**src/rtl/dm_pkg.sv**
```systemverilog
// Shared types and helpers for the debug-module system-bus arbiter.
package dm_pkg;

    // Arbiter FSM states: at most one system-bus transaction is in flight.
    typedef enum logic [1:0] {
        SbIdle     = 2'd0,
        SbHold     = 2'd1,
        SbWaitResp = 2'd2
    } sb_state_e;

    // Widest supported bus; narrower instances zero-extend into the struct.
    localparam int unsigned SbMaxWidth = 64;
    localparam int unsigned SbMaxBe    = SbMaxWidth / 8;

    // One requester's transaction payload as it is forwarded to the master.
    typedef struct packed {
        logic [SbMaxWidth-1:0] add;
        logic                  we;
        logic [SbMaxWidth-1:0] wdata;
        logic [SbMaxBe-1:0]    be;
    } sb_req_t;

    // Width of an index/counter able to hold 0..n-1, never less than one bit.
    function automatic int unsigned idx_width(input int unsigned n);
        return (n > 1) ? $clog2(n) : 1;
    endfunction

endpackage

```
**src/rtl/dm_sb_rr_pick.sv**
```systemverilog
// Combinational round-robin picker: first set request at or after ptr_i.
module dm_sb_rr_pick
    import dm_pkg::*;
#(
    parameter int unsigned NumReq = 2,
    parameter int unsigned PtrW   = idx_width(NumReq)
) (
    input  logic [NumReq-1:0] req_i,
    input  logic [PtrW-1:0]   ptr_i,
    output logic [PtrW-1:0]   winner_o,
    output logic              valid_o
);

    // Scan from the farthest candidate back to ptr_i so the closest one wins.
    always_comb begin
        winner_o = '0;
        valid_o  = 1'b0;
        for (int i = NumReq - 1; i >= 0; i--) begin
            if (req_i[(int'(ptr_i) + i) % NumReq]) begin
                winner_o = PtrW'((int'(ptr_i) + i) % NumReq);
                valid_o  = 1'b1;
            end
        end
    end

endmodule

```
**src/rtl/dm_sb_arbiter.sv**
```systemverilog
// System-bus arbiter for the debug module: round-robin over NumReq
// requesters, one outstanding transaction, response timeout with error.
module dm_sb_arbiter
    import dm_pkg::*;
#(
    parameter int unsigned BusWidth      = 32,
    parameter int unsigned NumReq        = 2,
    parameter int unsigned TimeoutCycles = 1024
) (
    input  logic                                 clk_i,
    input  logic                                 rst_ni,
    input  logic                                 dmactive_i,
    input  logic [NumReq-1:0]                    req_i,
    input  logic [NumReq-1:0][BusWidth-1:0]      add_i,
    input  logic [NumReq-1:0]                    we_i,
    input  logic [NumReq-1:0][BusWidth-1:0]      wdata_i,
    input  logic [NumReq-1:0][BusWidth/8-1:0]    be_i,
    output logic [NumReq-1:0]                    gnt_o,
    output logic [NumReq-1:0]                    r_valid_o,
    output logic [NumReq-1:0][BusWidth-1:0]      r_rdata_o,
    output logic [NumReq-1:0]                    err_o,
    output logic                                 master_req_o,
    output logic [BusWidth-1:0]                  master_add_o,
    output logic                                 master_we_o,
    output logic [BusWidth-1:0]                  master_wdata_o,
    output logic [BusWidth/8-1:0]                master_be_o,
    input  logic                                 master_gnt_i,
    input  logic                                 master_r_valid_i,
    input  logic [BusWidth-1:0]                  master_r_rdata_i,
    output logic                                 spurious_o,
    output logic                                 busy_o
);

    localparam int unsigned PtrW = idx_width(NumReq);
    localparam int unsigned CntW = idx_width(TimeoutCycles);

    sb_state_e         state_q, state_d;
    logic [PtrW-1:0]   owner_q, owner_d;
    logic [PtrW-1:0]   ptr_q, ptr_d;
    logic [CntW-1:0]   cnt_q, cnt_d;

    logic [PtrW-1:0]   pick_idx;
    logic              pick_valid;
    logic [PtrW-1:0]   sel_idx;
    logic              mreq;
    logic [NumReq-1:0] gnt_vec, rvalid_vec, err_vec;
    logic              spurious;
    logic              out_en;
    sb_req_t           sel_req;
    logic              unused_sel_bits;

    dm_sb_rr_pick #(
        .NumReq (NumReq),
        .PtrW   (PtrW)
    ) u_rr_pick (
        .req_i    (req_i),
        .ptr_i    (ptr_q),
        .winner_o (pick_idx),
        .valid_o  (pick_valid)
    );

    // Next-state, selection and per-requester handshake pulses.
    always_comb begin
        state_d    = state_q;
        owner_d    = owner_q;
        ptr_d      = ptr_q;
        cnt_d      = cnt_q;
        sel_idx    = owner_q;
        mreq       = 1'b0;
        gnt_vec    = '0;
        rvalid_vec = '0;
        err_vec    = '0;
        spurious   = 1'b0;
        unique case (state_q)
            SbIdle: begin
                spurious = master_r_valid_i;
                if (pick_valid) begin
                    sel_idx = pick_idx;
                    mreq    = 1'b1;
                    owner_d = pick_idx;
                    if (master_gnt_i) begin
                        gnt_vec[pick_idx] = 1'b1;
                        state_d           = SbWaitResp;
                        cnt_d             = '0;
                    end else begin
                        state_d = SbHold;
                    end
                end
            end
            SbHold: begin
                // Selection is frozen on owner_q even if its req_i drops.
                spurious = master_r_valid_i;
                mreq     = 1'b1;
                if (master_gnt_i) begin
                    gnt_vec[owner_q] = 1'b1;
                    state_d          = SbWaitResp;
                    cnt_d            = '0;
                end
            end
            SbWaitResp: begin
                // A response arriving on the terminal count still wins.
                if (master_r_valid_i) begin
                    rvalid_vec[owner_q] = 1'b1;
                    state_d             = SbIdle;
                    ptr_d = (owner_q == PtrW'(NumReq - 1)) ? '0 : owner_q + PtrW'(1);
                end else if (cnt_q == CntW'(TimeoutCycles - 1)) begin
                    err_vec[owner_q] = 1'b1;
                    state_d          = SbIdle;
                    ptr_d = (owner_q == PtrW'(NumReq - 1)) ? '0 : owner_q + PtrW'(1);
                end else if (cnt_q != {CntW{1'b1}}) begin
                    cnt_d = cnt_q + CntW'(1);
                end
            end
            default: state_d = SbIdle;
        endcase
        if (!dmactive_i) begin
            state_d = SbIdle;
            owner_d = '0;
            ptr_d   = '0;
            cnt_d   = '0;
        end
    end

    // Zero-extend the selected requester's payload into the shared struct.
    always_comb begin
        sel_req       = '0;
        sel_req.add   = SbMaxWidth'(add_i[sel_idx]);
        sel_req.we    = we_i[sel_idx];
        sel_req.wdata = SbMaxWidth'(wdata_i[sel_idx]);
        sel_req.be    = SbMaxBe'(be_i[sel_idx]);
    end

    assign unused_sel_bits = ^{sel_req.add, sel_req.wdata, sel_req.be};

    // State registers, cleared asynchronously by rst_ni.
    always_ff @(posedge clk_i or negedge rst_ni) begin
        if (!rst_ni) begin
            state_q <= SbIdle;
            owner_q <= '0;
            ptr_q   <= '0;
            cnt_q   <= '0;
        end else begin
            state_q <= state_d;
            owner_q <= owner_d;
            ptr_q   <= ptr_d;
            cnt_q   <= cnt_d;
        end
    end

    // Outputs are forced low while in reset or while the DM is inactive.
    assign out_en         = rst_ni & dmactive_i;
    assign master_req_o   = out_en & mreq;
    assign master_add_o   = master_req_o ? sel_req.add[BusWidth-1:0]     : '0;
    assign master_we_o    = master_req_o & sel_req.we;
    assign master_wdata_o = master_req_o ? sel_req.wdata[BusWidth-1:0]   : '0;
    assign master_be_o    = master_req_o ? sel_req.be[BusWidth/8-1:0]    : '0;
    assign gnt_o          = out_en ? gnt_vec    : '0;
    assign r_valid_o      = out_en ? rvalid_vec : '0;
    assign err_o          = out_en ? err_vec    : '0;
    assign spurious_o     = out_en & spurious;
    assign busy_o         = out_en & (state_q != SbIdle);

    for (genvar gi = 0; gi < NumReq; gi++) begin : g_rdata
        assign r_rdata_o[gi] = r_valid_o[gi] ? master_r_rdata_i : '0;
    end

endmodule

```
**config.mk**
```make
export PLATFORM = sky130hd
export DESIGN_NAME = dm_sb_arbiter
export DESIGN_NICKNAME = d
export VERILOG_FILES = /design/src/rtl/dm_pkg.sv /design/src/rtl/dm_sb_rr_pick.sv /design/src/rtl/dm_sb_arbiter.sv
export SDC_FILE = /design/constraint.sdc
export NUM_CORES = 1
export LEC_CHECK = 0
export CAP_MARGIN = 15
export CORE_AREA = 10 10 117 119
export CTS_BUF_LIST = sky130_fd_sc_hd__clkbuf_16
export DETAILED_ROUTE_END_ITERATION = 6
export DIE_AREA = 0 0 127 129
export MAX_ROUTING_LAYER = met4
export PLACE_DENSITY = 0.73
export SLEW_MARGIN = 20
export SYNTH_ARGS = -nofsm -noshare
export SYNTH_HDL_FRONTEND = slang
export SYNTH_SLANG_ARGS = --single-unit
```
**constraint.sdc**
```tcl
create_clock -name clk_i -period 4.2 [get_ports clk_i]
set_input_delay 0.84 -clock clk_i [delete_from_list [all_inputs] [get_ports clk_i]]
set_output_delay 0.84 -clock clk_i [all_outputs]
set_load 0.05 [all_outputs]
```
# ---- Yosys cells after proc, flatten, opt, wreduce, memory -nomap -nowiden
# Cells that the tools add are included.
dict set report op_classes {
  n_addsub 3
  mul 0
  div_mod_pow 0
  magnitude_cmp 7
  eq_ne 13
  shift 0
  muxes 62
  bitwise 5
  reduce_logical 8
}
# cell count
set ops {}
lappend ops {{$mux 32} 8}
lappend ops {{$mux 10} 6}
lappend ops {{$mux 2} 17}
lappend ops {{$pmux 10 s3} 1}
lappend ops {{$mux 1} 22}
lappend ops {{$ne 3x3->1 const B} 5}
lappend ops {{$mux 4} 3}
lappend ops {{$add 10x1->10 const B} 1}
lappend ops {{$eq 10x10->1 const B} 1}
lappend ops {{$lt 1x2->1 const B} 5}
lappend ops {{$ne 10x10->1 const B} 1}
lappend ops {{$pmux 2 s3} 1}
lappend ops {{$and 1x1->1} 5}
lappend ops {{$reduce_and 5->1} 1}
lappend ops {{$ne 4x1->1 const B} 1}
lappend ops {{$ne 4x4->1 const B} 1}
lappend ops {{$pmux 2 s2} 1}
lappend ops {{$ne 3x1->1 const B} 1}
lappend ops {{$reduce_and 3->1} 1}
lappend ops {{$add 1x1->1 const B} 2}
lappend ops {{$demux 1 s1} 2}
lappend ops {{$eq 2x1->1 const B} 1}
lappend ops {{$eq 2x2->1 const B} 1}
lappend ops {{$ge 1x1->1 const B} 2}
lappend ops {{other kinds (7)} 8}
dict set report totals {
  reg_bits 14
  latch_bits 0
  ramBits 0
  rom_bits 0
  output_inout_bits 142
  elab_cells 102
  n_memories 0
}

# ---- Logic depth before layout (Yosys ltp)
# Gate-level depths: netlist (run 1).
dict set report logic_depth {
  ltp_word 13
  ltp_mapped 7
  mapped_depth_nobuf 5
}

# ---- Modules after synthesis
# From an unflattened synthesis (run 1), not the netlist that was laid out.
dict set report unflattened {
  cells_unflattened 413
  area_unflattened_um2 2404.8
}
# mod instances cells_each area_per_inst_um2 seq_area_each_um2
set modules_own_cells {}
lappend modules_own_cells {dm_sb_arbiter 1 410 2387.3 350.3}
lappend modules_own_cells {dm_sb_rr_pick 1 3 17.5 0.0}

# ---- Worst setup path before layout (run 1)
# Ideal clock, no wire load.
dict set report synth_path {
  path_kind {input to output}
  startpoint {input dmactive_i}
  endpoint {output master_be_o[0]}
  arrival_time_ps 2616
  setup_slack_ps 744
  stages 7
  n_path_buf 4
  cell_sequence {buf_2 > nand2_1 > or3_1 > buf_2 > buf_2 > buf_6 > a21oi_1}
}
dict set report synth_via {
  elab_chain_cells 3
}
# item line
set synth_rtl {}
lappend synth_rtl {{start: declaration} dm_sb_arbiter.sv:12} ;# input logic dmactive_i,
lappend synth_rtl {{$and 1x1->1} dm_sb_arbiter.sv:151} ;# assign out_en = rst_ni & dmactive_i;
lappend synth_rtl {{$and 1x1->1} dm_sb_arbiter.sv:152} ;# assign master_req_o = out_en & mreq;
lappend synth_rtl {{$mux 4} dm_sb_arbiter.sv:156} ;# assign master_be_o = master_req_o ? sel_req.be[BusWidth/8-1:0] : '0;
lappend synth_rtl {{end: declaration} dm_sb_arbiter.sv:26} ;# output logic [BusWidth/8-1:0] master_be_o,
# No other way between the ends.

# ---- Final worst setup path (run 1)
dict set report layout_path {
  startpoint {input dmactive_i}
  endpoint {output master_wdata_o[31]}
}
dict set report layout_via {
  elab_chain_cells 3
}
# item line
set layout_rtl {}
lappend layout_rtl {{$and 1x1->1} dm_sb_arbiter.sv:151}
lappend layout_rtl {{$and 1x1->1} dm_sb_arbiter.sv:152}
lappend layout_rtl {{$mux 32} dm_sb_arbiter.sv:155} ;# assign master_wdata_o = master_req_o ? sel_req.wdata[BusWidth-1:0] : '0;
lappend layout_rtl {{end: declaration} dm_sb_arbiter.sv:25} ;# output logic [BusWidth-1:0] master_wdata_o,
# No other way between the ends.

==> results.json, run 1 <==
{
  "run_status": "complete, no violations",
  "drtIter0Drc": 239,
  "n_antenna_cell": 0,
  "hold_buffers": 0,
  "switchingPower_w": 0.000402,
  "synthToLayoutAreaGrowth_pct": 186,
  "fillers": 917,
  "p_leak_nw": 2.99,
  "period_share": 0.903,
  "synth-edff-count": 0,
  "slew_headroom": 0.617,
  "vdd_drop_max_v": 0.000205,
  "dpl_cell_area_um2": 7150,
  "ff2ff_setup_slack_ns": 2.15,
  "rr_endpoint": "cnt_q[0]",
  "clk_path_buf_depth": 2,
  "first_global_vias": 3957,
  "synth_seq_cells": 14,
  "drive_gt1_frac": 0.232,
  "min_from": "cnt_q[9]",
  "start_kind": "primary input",
  "grt_use_met1": 0.193,
  "crit_path_max_fanout": 70,
  "overflow": 0,
  "seqPwrFrac": 0.147,
  "comb_power_share": 0.680,
  "track_usage": 0.192,
  "p_clk_frac": 0.172,
  "power_density_nw_per_um2": 141,
  "synthesis.nets": 598,
  "setup_viol_count_final": 0,
  "holdPathStages": 1,
  "min_to": "cnt_q[9]",
  "cts.clk_slew.worst_paths_ns": 0.04,
  "ios": 319,
  "drv_slew": 0,
  "p_sw_frac": 0.395,
  "place.gp.congestion": 0.902,
  "required_ns": 3.36,
  "arrival_ns": 2.95,
  "async_reset_ff_frac": 1.00,
  "start_util": 0.223,
  "cts.htree.levels": 1,
  "min_period_ns": 3.79,
  "yosys_warnings": 0,
  "cts_setup_buffers": 0,
  "routed_via_density": 4.73,
  "p_int_w": 0.000616,
  "wirelength_um": 17200,
  "grt_start_max_net_pins": 71,
  "endpoint_kind": "output pin",
  "min_path_type": "reg -> reg",
  "crit-reg2reg-launch": "state_q[1]",
  "clock_skew_ns": 0.00114,
  "synth_cell_types": 44,
  "top_usage_layer": "met2",
  "hpwl_um": 14900,
  "tns_ns": 0,
  "vias": 4060,
  "cap_viol_max_count": 0,
  "critPathLaunch": "dmactive_i",
  "hold_viol_final": 0,
  "final_area_um2": 7230,
  "cts.sink_count": 14,
  "core_um2": 11300,
  "dieArea_um2": 16400,
  "rows": 39,
  "met2_usage": 0.382,
  "netlist_area_um2": 2530,
  "portBuffers": 318,
  "cts_tree": "done",
  "rsz0062_at_grt": "false",
  "die_x_um": 127,
  "grt_pass1_wl_um": 24400,
  "drc_errors": 0,
  "syn_area_per_cell_um2": 6.01,
  "die_y_um": 129,
  "ant_nets": 0,
  "ctsResizeCount": 0,
  "worstRegToRegCells": 4,
  "grt_antenna_before_repair": 0,
  "firstDrtPassIters": 5,
  "routedWlPerCell_um": 20.1,
  "cts_buffers": 3,
  "synth-main-ff-cell": "dfrtp_1",
  "synth_cells": 420,
  "fmax_ghz": 0.264,
  "clk_latency_ns": 0.24,
  "path_class": "in -> out",
  "tightest_slew_ns": 0.570,
  "ys_seq_area_frac": 0.139,
  "grt.met3_usage": 0.0361,
  "layout.nets": 895,
  "root_buffer": "clkbuf_16"
}
## per-stage QoR
stage	instances	power, W	hold slack (ns)	setup slack [ns]	util
2_1_floorplan	420	0.000456	0.490	0.744	-
3_3_place_gp	855	0.000835	0.515	0.488	0.632
3_5_place_dp	855	0.000848	0.514	0.418	0.632
4_1_cts	858	0.00103	0.526	0.405	0.638
5_1_grt	858	0.00107	0.560	0.302	0.638
6_report	858	0.00102	0.528	0.408	0.638
## metal layers
layer	part of all wire	up-vias
li1	-	1981
met1	0.35	1885
met2	0.58	185
met3	0.068	9
met4	0.0069	0
met5	0	-
## synthesized netlist by cell type (3+ instances only)
| cell | count | area share |
|---|---|---|
| and2_1 | 69 | 0.17 |
| mux2i_1 | 3 | 0.012 |
| nor3_1 | 4 | 0.0079 |
| buf_6 | 9 | 0.040 |
| nor2_1 | 10 | 0.015 |
| o2bb2ai_1 | 4 | 0.014 |
| and4_1 | 3 | 0.010 |
| clkbuf_1 | 5 | 0.0074 |
| nand2_1 | 149 | 0.22 |
| a21oi_1 | 72 | 0.14 |
| nor3b_1 | 3 | 0.0089 |
| nand2b_1 | 5 | 0.012 |
| and3_1 | 5 | 0.012 |
| o21ai_0 | 5 | 0.0099 |
| inv_1 | 6 | 0.0089 |
| nand3_1 | 3 | 0.0059 |
| buf_2 | 17 | 0.034 |
| dfrtp_1 | 14 | 0.14 |
## power by group through the flow
stage	Clock, W	Sequential, W	Combinational [W]
4_1_cts	0.000178	0.000150	0.000699
6_report	0.000175	0.000150	0.000693
3_3_place_gp	0	0.000151	0.000684
3_5_place_dp	0	0.000152	0.000696
5_1_grt	0.000184	0.000151	0.000734
2_1_floorplan	0	0.000146	0.000310
## registers in the layout, indices dropped and copies added, names as in the netlist
name	flops
owner_q	1
cnt_q	10
ptr_q	1
state_q	2
## cells by family after synthesis
group / after synthesis / share of synthesized area
compound gates: 97 / 0.227
fa+ha+maj: 1 / 0.00495
buf+inv: 40 / 0.0981
flops: 14 / 0.139
mux: 5 / 0.0208
simple gates: 263 / 0.510
## cell usage in the layout, fill, tap and decap left out, types with 2 or more instances in the layout
| cell type | n |
|---|---|
| nor3_1 | 4 |
| inv_1 | 6 |
| nand2_1 | 149 |
| buf_12 | 140 |
| nand4_1 | 2 |
| nor3_4 | 2 |
| o2bb2ai_1 | 3 |
| clkbuf_16 | 3 |
| nand2b_1 | 5 |
| and4_1 | 3 |
| and3_1 | 5 |
| or2_2 | 2 |
| nor2_1 | 10 |
| o21ai_0 | 5 |
| mux2i_1 | 3 |
| dfrtp_1 | 14 |
| clkdlybuf4s50_1 | 177 |
| buf_4 | 9 |
| a211o_1 | 2 |
| nand3_1 | 3 |
| o22ai_1 | 2 |
| mux2_2 | 2 |
| nor3b_1 | 3 |
| o22a_1 | 2 |
| a21oi_1 | 72 |
| and2_1 | 69 |
## cell type report
type | count | area [um^2] | share of cell area
flip-flops and latches | 14 | 350 | 0.0485
multi-input cells | 366 | 1960 | 0.271
clock buffers | 3 | 75.1 | 0.0104
well taps | 143 | 179 | 0.0248
inverters | 6 | 22.5 | 0.00312
repair buffers | 326 | 4640 | 0.642
## worst max-delay path, cell delays in order
cell and delay [ns]:
clkdlybuf4s50_1 0.69, nand2_1 0.17, or3_2 0.47, buf_12 0.20, a21oi_1 0.35, buf_12 0.19
## worst max-delay path by stage
| stage | to | cells after the start |
|---|---|---|
| floorplan | master_be_o[0] | 7 |
| global route | r_rdata_o[5] | 7 |
| CTS | master_wdata_o[31] | 6 |
| detailed placement | master_wdata_o[31] | 6 |
| finish | master_wdata_o[31] | 6 |
| global placement | master_wdata_o[31] | 6 |
(Power assumes the default switching activity.)
==> run 2: changes to the inputs <==
--- a/config.mk
+++ b/config.mk
@@ -7,7 +7,6 @@
 export LEC_CHECK = 0
 export CAP_MARGIN = 15
 export CORE_AREA = 10 10 117 119
-export CTS_BUF_LIST = sky130_fd_sc_hd__clkbuf_16
 export DETAILED_ROUTE_END_ITERATION = 6
 export DIE_AREA = 0 0 127 129
 export MAX_ROUTING_LAYER = met4
==> results of run 2 <==
The final DEF is identical to that of run 1; final timing and power are the same.
